File: src/rtl/serial_chunk_adder.sv
// serial_chunk_adder: WIDTH-bit adder that evaluates CHUNK bits per clock, LSB chunk first,
// with a registered carry between chunks and valid/ready handshakes on both sides.
module serial_chunk_adder #(
  parameter int WIDTH = 32,
  parameter int CHUNK = 8
) (
  input  logic             clk,
  input  logic             rst,
  input  logic             in_valid,
  output logic             in_ready,
  input  logic [WIDTH-1:0] a,
  input  logic [WIDTH-1:0] b,
  input  logic             cin,
  output logic             out_valid,
  input  logic             out_ready,
  output logic [WIDTH-1:0] sum,
  output logic             carry,
  output logic             overflow
);

  localparam int NCHUNK = WIDTH / CHUNK;
  localparam int IDXW = (NCHUNK > 1) ? $clog2(NCHUNK) : 1;
  localparam logic [IDXW-1:0] LASTIDX = IDXW'(NCHUNK - 1);

  generate
    if ((CHUNK < 1) || (CHUNK > WIDTH) || ((WIDTH % CHUNK) != 0)) begin : gBadParams
      $error("serial_chunk_adder: WIDTH (%0d) must be a multiple of CHUNK (%0d) with 1 <= CHUNK <= WIDTH",
             WIDTH, CHUNK);
    end
  endgenerate

  typedef enum logic [1:0] {
    IDLE,
    ADD,
    DONE
  } state_e;

  state_e           state_q, state_d;
  logic [WIDTH-1:0] aWork_q, aWork_d;
  logic [WIDTH-1:0] bWork_q, bWork_d;
  logic [WIDTH-1:0] sumWork_q, sumWork_d;
  logic [WIDTH-1:0] sum_q, sum_d;
  logic             chunkCarry_q, chunkCarry_d;
  logic             carry_q, carry_d;
  logic             overflow_q, overflow_d;
  logic [IDXW-1:0]  idx_q, idx_d;

  int               bitBase;
  logic [CHUNK-1:0] chunkSum;
  logic             chunkCout;

  // Only one CHUNK-bit adder exists; the full-width ripple is spread over NCHUNK clocks.
  assign bitBase = int'(idx_q) * CHUNK;
  assign {chunkCout, chunkSum} = {1'b0, aWork_q[bitBase +: CHUNK]}
                               + {1'b0, bWork_q[bitBase +: CHUNK]}
                               + {{CHUNK{1'b0}}, chunkCarry_q};

  always_comb begin
    state_d      = state_q;
    aWork_d      = aWork_q;
    bWork_d      = bWork_q;
    sumWork_d    = sumWork_q;
    sum_d        = sum_q;
    chunkCarry_d = chunkCarry_q;
    carry_d      = carry_q;
    overflow_d   = overflow_q;
    idx_d        = idx_q;
    in_ready     = (state_q == IDLE) && !rst;
    out_valid    = (state_q == DONE) && !rst;

    case (state_q)
      IDLE: begin
        if (in_valid && in_ready) begin
          aWork_d      = a;
          bWork_d      = b;
          chunkCarry_d = cin;
          idx_d        = '0;
          state_d      = ADD;
        end
      end
      ADD: begin
        sumWork_d[bitBase +: CHUNK] = chunkSum;
        chunkCarry_d                = chunkCout;
        idx_d                       = idx_q + 1'b1;
        if (idx_q == LASTIDX) begin
          // Result registers are loaded only here, so they hold steady in IDLE and ADD.
          idx_d      = '0;
          state_d    = DONE;
          sum_d      = sumWork_d;
          carry_d    = chunkCout;
          overflow_d = (aWork_q[WIDTH-1] == bWork_q[WIDTH-1]) &&
                       (sumWork_d[WIDTH-1] != aWork_q[WIDTH-1]);
        end
      end
      DONE: begin
        if (out_ready) begin
          state_d = IDLE;
        end
      end
      default: begin
        state_d = IDLE;
      end
    endcase
  end

  always_ff @(posedge clk) begin
    if (rst) begin
      state_q      <= IDLE;
      aWork_q      <= '0;
      bWork_q      <= '0;
      sumWork_q    <= '0;
      sum_q        <= '0;
      chunkCarry_q <= 1'b0;
      carry_q      <= 1'b0;
      overflow_q   <= 1'b0;
      idx_q        <= '0;
    end else begin
      state_q      <= state_d;
      aWork_q      <= aWork_d;
      bWork_q      <= bWork_d;
      sumWork_q    <= sumWork_d;
      sum_q        <= sum_d;
      chunkCarry_q <= chunkCarry_d;
      carry_q      <= carry_d;
      overflow_q   <= overflow_d;
      idx_q        <= idx_d;
    end
  end

  assign sum      = sum_q;
  assign carry    = carry_q;
  assign overflow = overflow_q;

endmodule
File: config.mk
export PLATFORM = sky130hd
export DESIGN_NAME = serial_chunk_adder
export DESIGN_NICKNAME = d
export VERILOG_FILES = /design/src/rtl/serial_chunk_adder.sv
export SDC_FILE = /design/constraint.sdc
export NUM_CORES = 1
export LEC_CHECK = 0
export ABC_AREA = 1
export ABC_CLOCK_PERIOD_IN_PS = 3600
export CAP_MARGIN = 20
export CORE_ASPECT_RATIO = 0.7
export CORE_MARGIN = 3
export CORE_UTILIZATION = 25
export CTS_BUF_LIST = sky130_fd_sc_hd__clkbuf_8
export DETAILED_ROUTE_END_ITERATION = 12
export DONT_BUFFER_PORTS = 1
export RECOVER_POWER = 100
export SYNTH_ARGS = -nofsm -noshare
export SYNTH_HDL_FRONTEND = slang
export SYNTH_SLANG_ARGS = --single-unit
export TNS_END_PERCENT = 10
File: constraint.sdc
create_clock -name clk -period 3.6 [get_ports clk]
set_input_delay 0.36 -clock clk [delete_from_list [all_inputs] [get_ports clk]]
set_output_delay 0.36 -clock clk [all_outputs]
set_load 0.02 [all_outputs]
==> flow_summary_export.csv, run 1 <==
group,metric,value,unit
floorplanning,die_w,196,um
final_layout,num_antenna_cells,0,
cts,cts_buffer_depth,2,
detailed_routing,drc,0,
final_layout,fin_cells,1210,
critical_path,critPathMaxFanout,24,
cts,h-tree-depth,4,
final_layout,drive_gt1_frac,0.0617,
cts,clk_latency,450,ps
synthesis,yosysWarnings,0,
detailed_routing,routed_wl,18.6,mm
detailed_routing,drt-initial-drc-count,392,
timing,skew,16.8,ps
job,maxCapViolCount,0,
timing,max_freq,0.313,GHz
synthesis,synthFlopType,"dfxtp_1",
place,place_inst,1158,
place,gp_congestion,0.839,
timing,setup_tns,0,ps
synthesis,synth-edff-count,0,
place,dp_hpwl,13.5,mm
final_layout,final_util,0.294,
power,vdd_drop_max,0.164,mV
detailed_routing,vias_per_cell,4.61,
global_routing,track_usage,0.138,
final_layout,syn_to_final_growth,12.9,%
timing,rsz0062_at_grt,"no",
floorplanning,core_area,0.0242,mm^2
synthesis,syn-num-nets,965,
global_routing,grt_pass1_vias,5225,
floorplanning,die_area,0.0271,mm^2
cts,cts_made_buffers,17,
floorplanning,die_h,139,um
synthesis,syn_inst,881,
floorplanning,start_util,0.260,
critical_path,critPathLaunchType,"flip-flop",
timing,slew_viol_final,0,
critical_path,arrival,3590,ps
global_routing,antenna_found_initial,0,
floorplanning,ios,105,
detailed_routing,avgRoutedWirePerCell,15.4,um
worst_hold_path,min_path_type,"in -> reg",
synthesis,syn_avg_cell_area,7.14,um^2
run_status,status,"finished, final reports clean",
global_routing,grt_pass1_wl,29.4,mm
timing,hold_viol,0,
final_layout,fin_nets,964,
critical_path,endpoint_kind,"flip-flop",
timing,slew_headroom,0.0752,
timing,setup_viol,0,
timing,period_share,0.887,
timing,layout_min_cycle_time,3190,ps
detailed_routing,via_count,5578,
critical_path,required,3990,ps
synthesis,async_reset_ff_frac,0,
cts,cts.sinks,135,
cts,cts-root-buf,"clkbuf_8",
timing,worst_pin_slew,1390,ps
power,p_leak,3.40,nW
synthesis,ys_ff_latch,135,
global_routing,grt_max_degree,76,
detailed_routing,drtPass1Iterations,5,
global_routing,grt_overflow_total,0,
synthesis,synth_cell_types,36,
cts,clkTransAtPathRegs,80,ps
cts,cts_tree,"done",
cts,cts_resized,0,
power,p_per_area,506,mW/mm^2
critical_path,critPathKind,"reg -> reg",
synthesis,synthesis.area,0.00629,mm^2
floorplanning,row_count,47,
detailed_routing,ant_nets,0,
place,portBuffers,0,
synthesis,synth-seq-area-share,0.430,
timing,holdWs,27.3,ps
==> power by group <==
group	leakage [nW]	switching, mW	total [mW]	internal [mW]
combinational	2.12	0.446	0.678	0.232
clock	0.178	0.632	1.25	0.615
sequential	1.11	0.0676	1.67	1.60
==> area by class of cell <==
| cell class | count | area [um^2] |
|---|---|---|
| fill | 2599 | 17100 |
| multi-input combinational | 562 | 2800 |
| sequential | 135 | 2700 |
| inverter | 129 | 484 |
| tap | 318 | 398 |
| timing repair buffer | 35 | 322 |
| clock buffer | 17 | 234 |
| clock inverter | 14 | 153 |
==> worst paths after layout <==
kind	slack, ps	startpoint	to	cells after the start
hold reg to reg	460	aWork_q[24]$_SDFFE_PP0P_	aWork_q[24]$_SDFFE_PP0P_	2
hold / removal	30	a[6]	aWork_q[6]$_SDFFE_PP0P_	2
setup / recovery	410	idx_q[0]$_SDFFE_PP0P_	sumWork_q[19]$_SDFFE_PP0P_	9
setup reg to reg	410	idx_q[0]$_SDFFE_PP0P_	sumWork_q[19]$_SDFFE_PP0P_	9
==> what timing repair did <==
action,4_1_cts,5_1_grt
setup buffers,0,0
endpoints found under the setup margin,0,0
endpoints found under the hold margin,20,3
hold buffers,18,3
==> routing by layer <==
metal	global-route usage	share of wire
met5	0	0
met3	0.0425	0.075
met1	0.203	0.51
met4	0.0390	0.0076
met2	0.192	0.40
==> registers in the layout, summed over array words and instances (netlist names) <==
signal        flops
overflow          1
idx_q             2
sumWork_q        32
state_q           2
sum              32
chunkCarry_q      1
aWork_q          32
bWork_q          32
carry             1
==> worst max-delay path, cell delays in order (launching register included) <==
cell	delay, ps
dfxtp_2	440
inv_1	520
buf_4	260
ha_1	360
inv_1	110
nor3_1	760
nand3_1	310
o21ai_0	190
o21ai_0	110
inv_1	70
==> cells in the final DEF (no fill, tap or decap), types with 3 or more instances in the layout <==
master         count
nand2_2            4
nand4_1            7
o21bai_1          18
nand3_1           86
clkinvlp_4         6
nor3_1             3
o21a_1            14
clkbuf_8          17
o22ai_1           26
a21oi_1           47
inv_2              4
dfxtp_1          134
o21ai_0           94
inv_1            124
nand2_1          181
buf_4             11
nor2_1            54
ha_1              13
dlygate4sd3_1     21
==> kinds of logic after synthesis <==
family,synth area share
adder cells (fa/ha/maj),0.0322
AND/OR/NAND/NOR,0.230
flip-flops,0.430
buffers and inverters,0.118
AO/OA/AOI/OAI,0.185
XOR/XNOR,0.00418
==> per-stage QoR <==
| stage | cell area [um^2] | setup WS (ps) | power (mW) |
|---|---|---|---|
| 3_5_place_dp | 6550 | 543 | 2.37 |
| 4_1_cts | 7110 | 525 | 3.64 |
| 3_3_place_gp | 6550 | 613 | 2.36 |
| 2_1_floorplan | 6290 | 925 | 2.20 |
| 6_report | 7100 | 405 | 3.59 |
| 5_1_grt | 7100 | 162 | 3.81 |
==> synthesized netlist by cell type, types with 3 or more instances <==
cell	number	area share
buf_4	6	0.0072
inv_1	124	0.074
nor2_2	3	0.0030
o21ai_1	7	0.0056
o21ai_0	87	0.069
inv_2	4	0.0024
a21oi_1	46	0.037
nand4_1	6	0.0060
o21a_1	14	0.017
nand3_1	86	0.068
nand2_2	4	0.0040
ha_1	13	0.026
clkbuf_1	18	0.011
dfxtp_1	135	0.43
buf_1	6	0.0036
buf_2	23	0.018
o22ai_1	26	0.026
o21bai_1	18	0.021
nand2_1	181	0.11
nor2_1	52	0.031
Note: power is estimated with default switching activity, not from simulation.
==> run 2: changes to the inputs <==
--- a/config.mk
+++ b/config.mk
@@ -8,3 +8,2 @@
 export ABC_AREA = 1
-export ABC_CLOCK_PERIOD_IN_PS = 3600
 export CAP_MARGIN = 20
@@ -16,2 +15,3 @@
 export DONT_BUFFER_PORTS = 1
+export MAX_ROUTING_LAYER = met4
 export RECOVER_POWER = 100
==> constraint.sdc (replaced) <==
create_clock -name clk -period 3.6 [get_ports clk]
set_input_delay 0.18 -clock clk [delete_from_list [all_inputs] [get_ports clk]]
set_output_delay 0.18 -clock clk [all_outputs]
set_load 0.02 [all_outputs]
==> flow_summary_export.csv, run 2 (synthesized netlist as in run 1, its figures left out) <==
group,metric,value,unit
run_status,status,"finished, final reports clean",
final_layout,fin_nets,1008,
cts,cts_tree,"done",
place,placed_area,0.00652,mm^2
floorplanning,die_w,196,um
power,power,3.85,mW
final_layout,final_util,0.315,
final_layout,drive_gt1_frac,0.0524,
critical_path,timing.critical_path.max_delay_family,"simple AND/OR/NAND/NOR gates",
cts,clkTransAtPathRegs,80,ps
timing,period_share,0.868,
timing,holdWs,49.8,ps
power,p_per_area,505,mW/mm^2
cts,clk_latency,460,ps
place,gp_congestion,0.872,
critical_path,crit_path_cell_trace,"inv_1 -> clkbuf_1 -> ha_1 -> inv_1 -> nor3_1 -> nand4_1 -> o21ai_0 -> o21ai_0 -> inv_1",
power,internal-power,2.70,mW
final_layout,final_common_cell,"nand2_1",
critical_path,endpoint_kind,"flip-flop",
power,pwr-share-comb,0.191,
final_layout,syn_to_final_growth,21.3,%
timing,hold_viol,0,
detailed_routing,via_count,5762,
critical_path,arrival,3530,ps
final_layout,fin_cells,1254,
timing,skew,14.0,ps
power,vdd_drop_max,0.203,mV
final_layout,num_antenna_cells,0,
timing,max_freq,0.320,GHz
floorplanning,row_count,47,
final_layout,fin_area,0.00762,mm^2
detailed_routing,drt-initial-drc-count,437,
place,place_inst,1155,
cts,cts_resized,0,
job,maxCapViolCount,0,
floorplanning,start_util,0.260,
detailed_routing,ant_nets,0,
cts,cts_buffer_depth,2,
floorplanning,core_area,0.0242,mm^2
timing,slew_headroom,0.0542,
cts,cts-root-buf,"clkbuf_8",
critical_path,slowest_delay,740,ps
floorplanning,ios,105,
detailed_routing,drc,0,
timing,slew_viol_final,0,
critical_path,required,4000,ps
critical_path,critPathLaunchType,"flip-flop",
timing,worst_pin_slew,1420,ps
critical_path,path_common_cell,"inv_1",
global_routing,grt_max_degree,76,
critical_path,critPathSlowestCell,"nor3_1",
global_routing,grt_overflow_total,0,
critical_path,critPathKind,"reg -> reg",
timing,rsz0062_at_grt,"no",
final_layout,layout_common_cells,"182 x nand2_1, 135 x dfxtp_1, 126 x inv_1",
power,switching_share,0.299,
power,clockPowerShare,0.378,
critical_path,worst-path-buf-inv,4,
critical_path,critPathMaxFanout,24,
worst_hold_path,min_path_type,"in -> reg",
cts,cts.sinks,135,
cts,h-tree-depth,4,
global_routing,antenna_found_initial,0,
cts,cts_made_buffers,17,
power,p_leak,3.63,nW
power,seqPwrFrac,0.430,
timing,setup_ws,474,ps
global_routing,track_usage,0.144,
detailed_routing,drtPass1Iterations,5,
floorplanning,die_h,139,um
floorplanning,die_area,0.0271,mm^2
detailed_routing,avgRoutedWirePerCell,15.2,um
place,place_ws,660,ps
global_routing,grt_pass1_wl,30.1,mm
detailed_routing,routed_wl,19.1,mm
power,p_switching,1.15,mW
place,dp_hpwl,13.0,mm
global_routing,grt_pass1_vias,5387,
timing,setup_tns,0,ps
detailed_routing,vias_per_cell,4.59,
place,portBuffers,0,
timing,setup_viol,0,
timing,layout_min_cycle_time,3130,ps
==> run 2: path summary, 6_finish.rpt <==
| kind | cells past startpoint | endpoint | slack [ps] | startpoint |
|---|---|---|---|---|
| hold / removal | 4 | chunkCarry_q$_SDFFE_PP0P_ | 50 | cin |
| setup reg to reg | 9 | sumWork_q[20]$_SDFFE_PP0P_ | 470 | idx_q[0]$_SDFFE_PP0P_ |
| setup / recovery | 9 | sumWork_q[20]$_SDFFE_PP0P_ | 470 | idx_q[0]$_SDFFE_PP0P_ |
| hold reg to reg | 2 | aWork_q[0]$_SDFFE_PP0P_ | 450 | aWork_q[0]$_SDFFE_PP0P_ |
==> run 2: worst reg2reg max path: cells and delay by family (launching register included) <==
family                   cells  cell delay [ps]
AO/OA/AOI/OAI                2              270
flip-flops                   1              320
buffers and inverters        4              990
AND/OR/NAND/NOR              2             1020
adder cells (fa/ha/maj)      1              480
==> run 2: final cells by class <==
| cell class | count | area (um^2) |
|---|---|---|
| fill | 2557 | 16500 |
| multi-input combinational | 562 | 2800 |
| sequential | 135 | 2700 |
| timing repair buffer | 79 | 786 |
| inverter | 129 | 484 |
| tap | 318 | 398 |
| clock buffer | 18 | 248 |
| clock inverter | 13 | 205 |
==> run 2: timing repair <==
action,CTS,global route
endpoints found under the hold margin,98,0
hold buffers,67,0
setup buffers,0,0
==> run 2: routing by layer <==
layer,routed length (um),global-route usage
met5,0,-
met4,166,0.0330
met3,1420,0.0396
met2,7710,0.196
met1,9800,0.211
==> run 2: power by group through the flow <==
stage / combinational (mW) / clock [mW] / sequential (mW)
2_1_floorplan: 0.528 / 0 / 1.67
3_3_place_gp: 0.666 / 0 / 1.69
6_report: 0.737 / 1.46 / 1.66
4_1_cts: 0.750 / 1.49 / 1.66
3_5_place_dp: 0.678 / 0 / 1.69
5_1_grt: 0.836 / 1.54 / 1.67
==> run 3: changes to the inputs <==
clock period = 3.7 ns   (was 3.6 ns; I/O delays follow)
==> flow_summary_export.csv, run 3 (synthesized netlist as in run 1, its figures left out) <==
group,metric,value,unit
run_status,status,"finished, final reports clean",
critical_path,r2r_slack,680,ps
place,dp_hpwl,13.3,mm
global_routing,antenna_found_initial,0,
cts,cts_buffer_depth,2,
final_layout,num_antenna_cells,0,
timing,worst_pin_slew,1400,ps
cts,cts-root-buf,"clkbuf_8",
detailed_routing,drtPass1Iterations,6,
timing,slew_headroom,0.0639,
global_routing,track_usage,0.142,
timing,skew,16.8,ps
power,internal-power,2.67,mW
global_routing,grt_pass1_vias,5430,
timing,rsz0062_at_grt,"no",
floorplanning,ios,105,
floorplanning,core_area,0.0242,mm^2
place,gp_congestion,0.853,
worst_hold_path,hp-start,"rst",
critical_path,critPathLaunchType,"flip-flop",
detailed_routing,routed_wl,18.6,mm
cts,h-tree-depth,4,
power,power,3.77,mW
floorplanning,die_area,0.0271,mm^2
worst_hold_path,min_path_type,"in -> reg",
cts,clk_latency,460,ps
power,clockPowerShare,0.384,
timing,period_share,0.815,
critical_path,endpoint_kind,"flip-flop",
global_routing,grt_pass1_wl,29.9,mm
place,portBuffers,0,
critical_path,rr_endpoint,"sumWork_q[20]$_SDFFE_PP0P_",
place,place_inst,1158,
global_routing,grt_max_degree,76,
timing,setup_tns,0,ps
floorplanning,start_util,0.260,
critical_path,critPathMaxFanout,24,
final_layout,syn_to_final_growth,21.3,%
timing,layout_min_cycle_time,3020,ps
critical_path,critPathKind,"reg -> reg",
cts,cts_tree,"done",
detailed_routing,avgRoutedWirePerCell,14.9,um
final_layout,layout_common_cells,"183 x nand2_1, 135 x dfxtp_1, 125 x inv_1",
power,p_leak,3.65,nW
job,maxCapViolCount,0,
cts,cts.sinks,135,
timing,setup_viol,0,
final_layout,fin_nets,1009,
final_layout,final_util,0.315,
detailed_routing,drc,0,
timing,slew_viol_final,0,
worst_hold_path,holdPathEnd,"chunkCarry_q$_SDFFE_PP0P_",
power,vdd_drop_max,0.187,mV
critical_path,required,4100,ps
detailed_routing,ant_nets,0,
detailed_routing,drt-initial-drc-count,403,
detailed_routing,via_count,5770,
power,seqPwrFrac,0.427,
final_layout,fin_cells,1255,
final_layout,drive_gt1_frac,0.0523,
worst_hold_path,whs_path_depth,2,
power,switching_share,0.293,
timing,max_freq,0.331,GHz
floorplanning,row_count,47,
power,p_switching,1.10,mW
cts,clkTransAtPathRegs,80,ps
detailed_routing,vias_per_cell,4.60,
critical_path,arrival,3420,ps
floorplanning,die_h,139,um
timing,hold_viol,0,
final_layout,final_common_cell,"nand2_1",
power,pwr-share-comb,0.189,
power,p_per_area,495,mW/mm^2
global_routing,grt_overflow_total,0,
critical_path,reg2reg_from,"idx_q[0]$_SDFFE_PP0P_",
floorplanning,die_w,196,um
critical_path,r2r_cells,9,
cts,cts_resized,0,
cts,cts_made_buffers,17,
run 3: changes by cell type in the layout (fill, tap and decap cells not counted), sizes merged:
| cell | change |
|---|---|
| dlygate4sd3 | -1 |
| clkbuf | +4 |
| inv | +1 |
| clkinvlp | -4 |
| clkinv | +1 |
run 3: per-layer routing:
layer	up-vias	global-route usage	part of all wire
met1	2648	0.206	0.51
met2	170	0.193	0.40
met5	-	-	0
met3	17	0.0444	0.076
met4	0	0.0307	0.0097
li1	2935	-	-
run 3: what timing repair did:
action,4_1_cts,5_1_grt
setup buffers,0,0
hold buffers,66,0
hold endpoints to repair,98,0
run 3: worst max-delay path by stage:
stage,cells past startpoint,endpoint,from
finish,9,sumWork_q[20]$_SDFFE_PP0P_,idx_q[0]$_SDFFE_PP0P_
global route,16,sum[12]$_SDFFE_PP0P_,idx_q[0]$_SDFFE_PP0P_
CTS,16,sum[22]$_SDFFE_PP0P_,idx_q[0]$_SDFFE_PP0P_
detailed placement,16,sum[22]$_SDFFE_PP0P_,idx_q[0]$_SDFFE_PP0P_
global placement,16,sum[28]$_SDFFE_PP0P_,idx_q[0]$_SDFFE_PP0P_
floorplan,17,sum[22]$_SDFFE_PP0P_,idx_q[0]$_SDFFE_PP0P_
run 3: per-stage QoR:
stage          setup WS, ps  instance area (um^2)  hold WS [ps]
2_1_floorplan          1030                  6290           295
3_3_place_gp            877                  6550           275
3_5_place_dp            831                  6550           275
4_1_cts                 813                  7680          5.59
5_1_grt                 366                  7620          17.2
6_report                683                  7620          33.3
run 3: area by class of cell:
type | count | area (um^2)
fill | 2591 | 16500
multi-input combinational | 562 | 2800
sequential | 135 | 2700
timing repair buffer | 80 | 771
inverter | 129 | 484
tap | 318 | 398
clock buffer | 20 | 275
clock inverter | 11 | 194
run 3: worst max-delay path: stages (launching register included):
cell and delay [ps]:
dfxtp_1 320, inv_1 460, clkbuf_1 310, ha_1 410, inv_1 100, nor3_1 730, nand4_1 280, o21ai_0 180
o21ai_0 110, inv_1 70
run 3: power groups by stage:
stage	Clock [mW]	Combinational, mW	Sequential (mW)
final	1.45	0.711	1.61
after global placement	0	0.650	1.64
after global routing	1.54	0.814	1.62
after floorplan	0	0.514	1.63
after detailed placement	0	0.661	1.65
after CTS	1.47	0.730	1.61
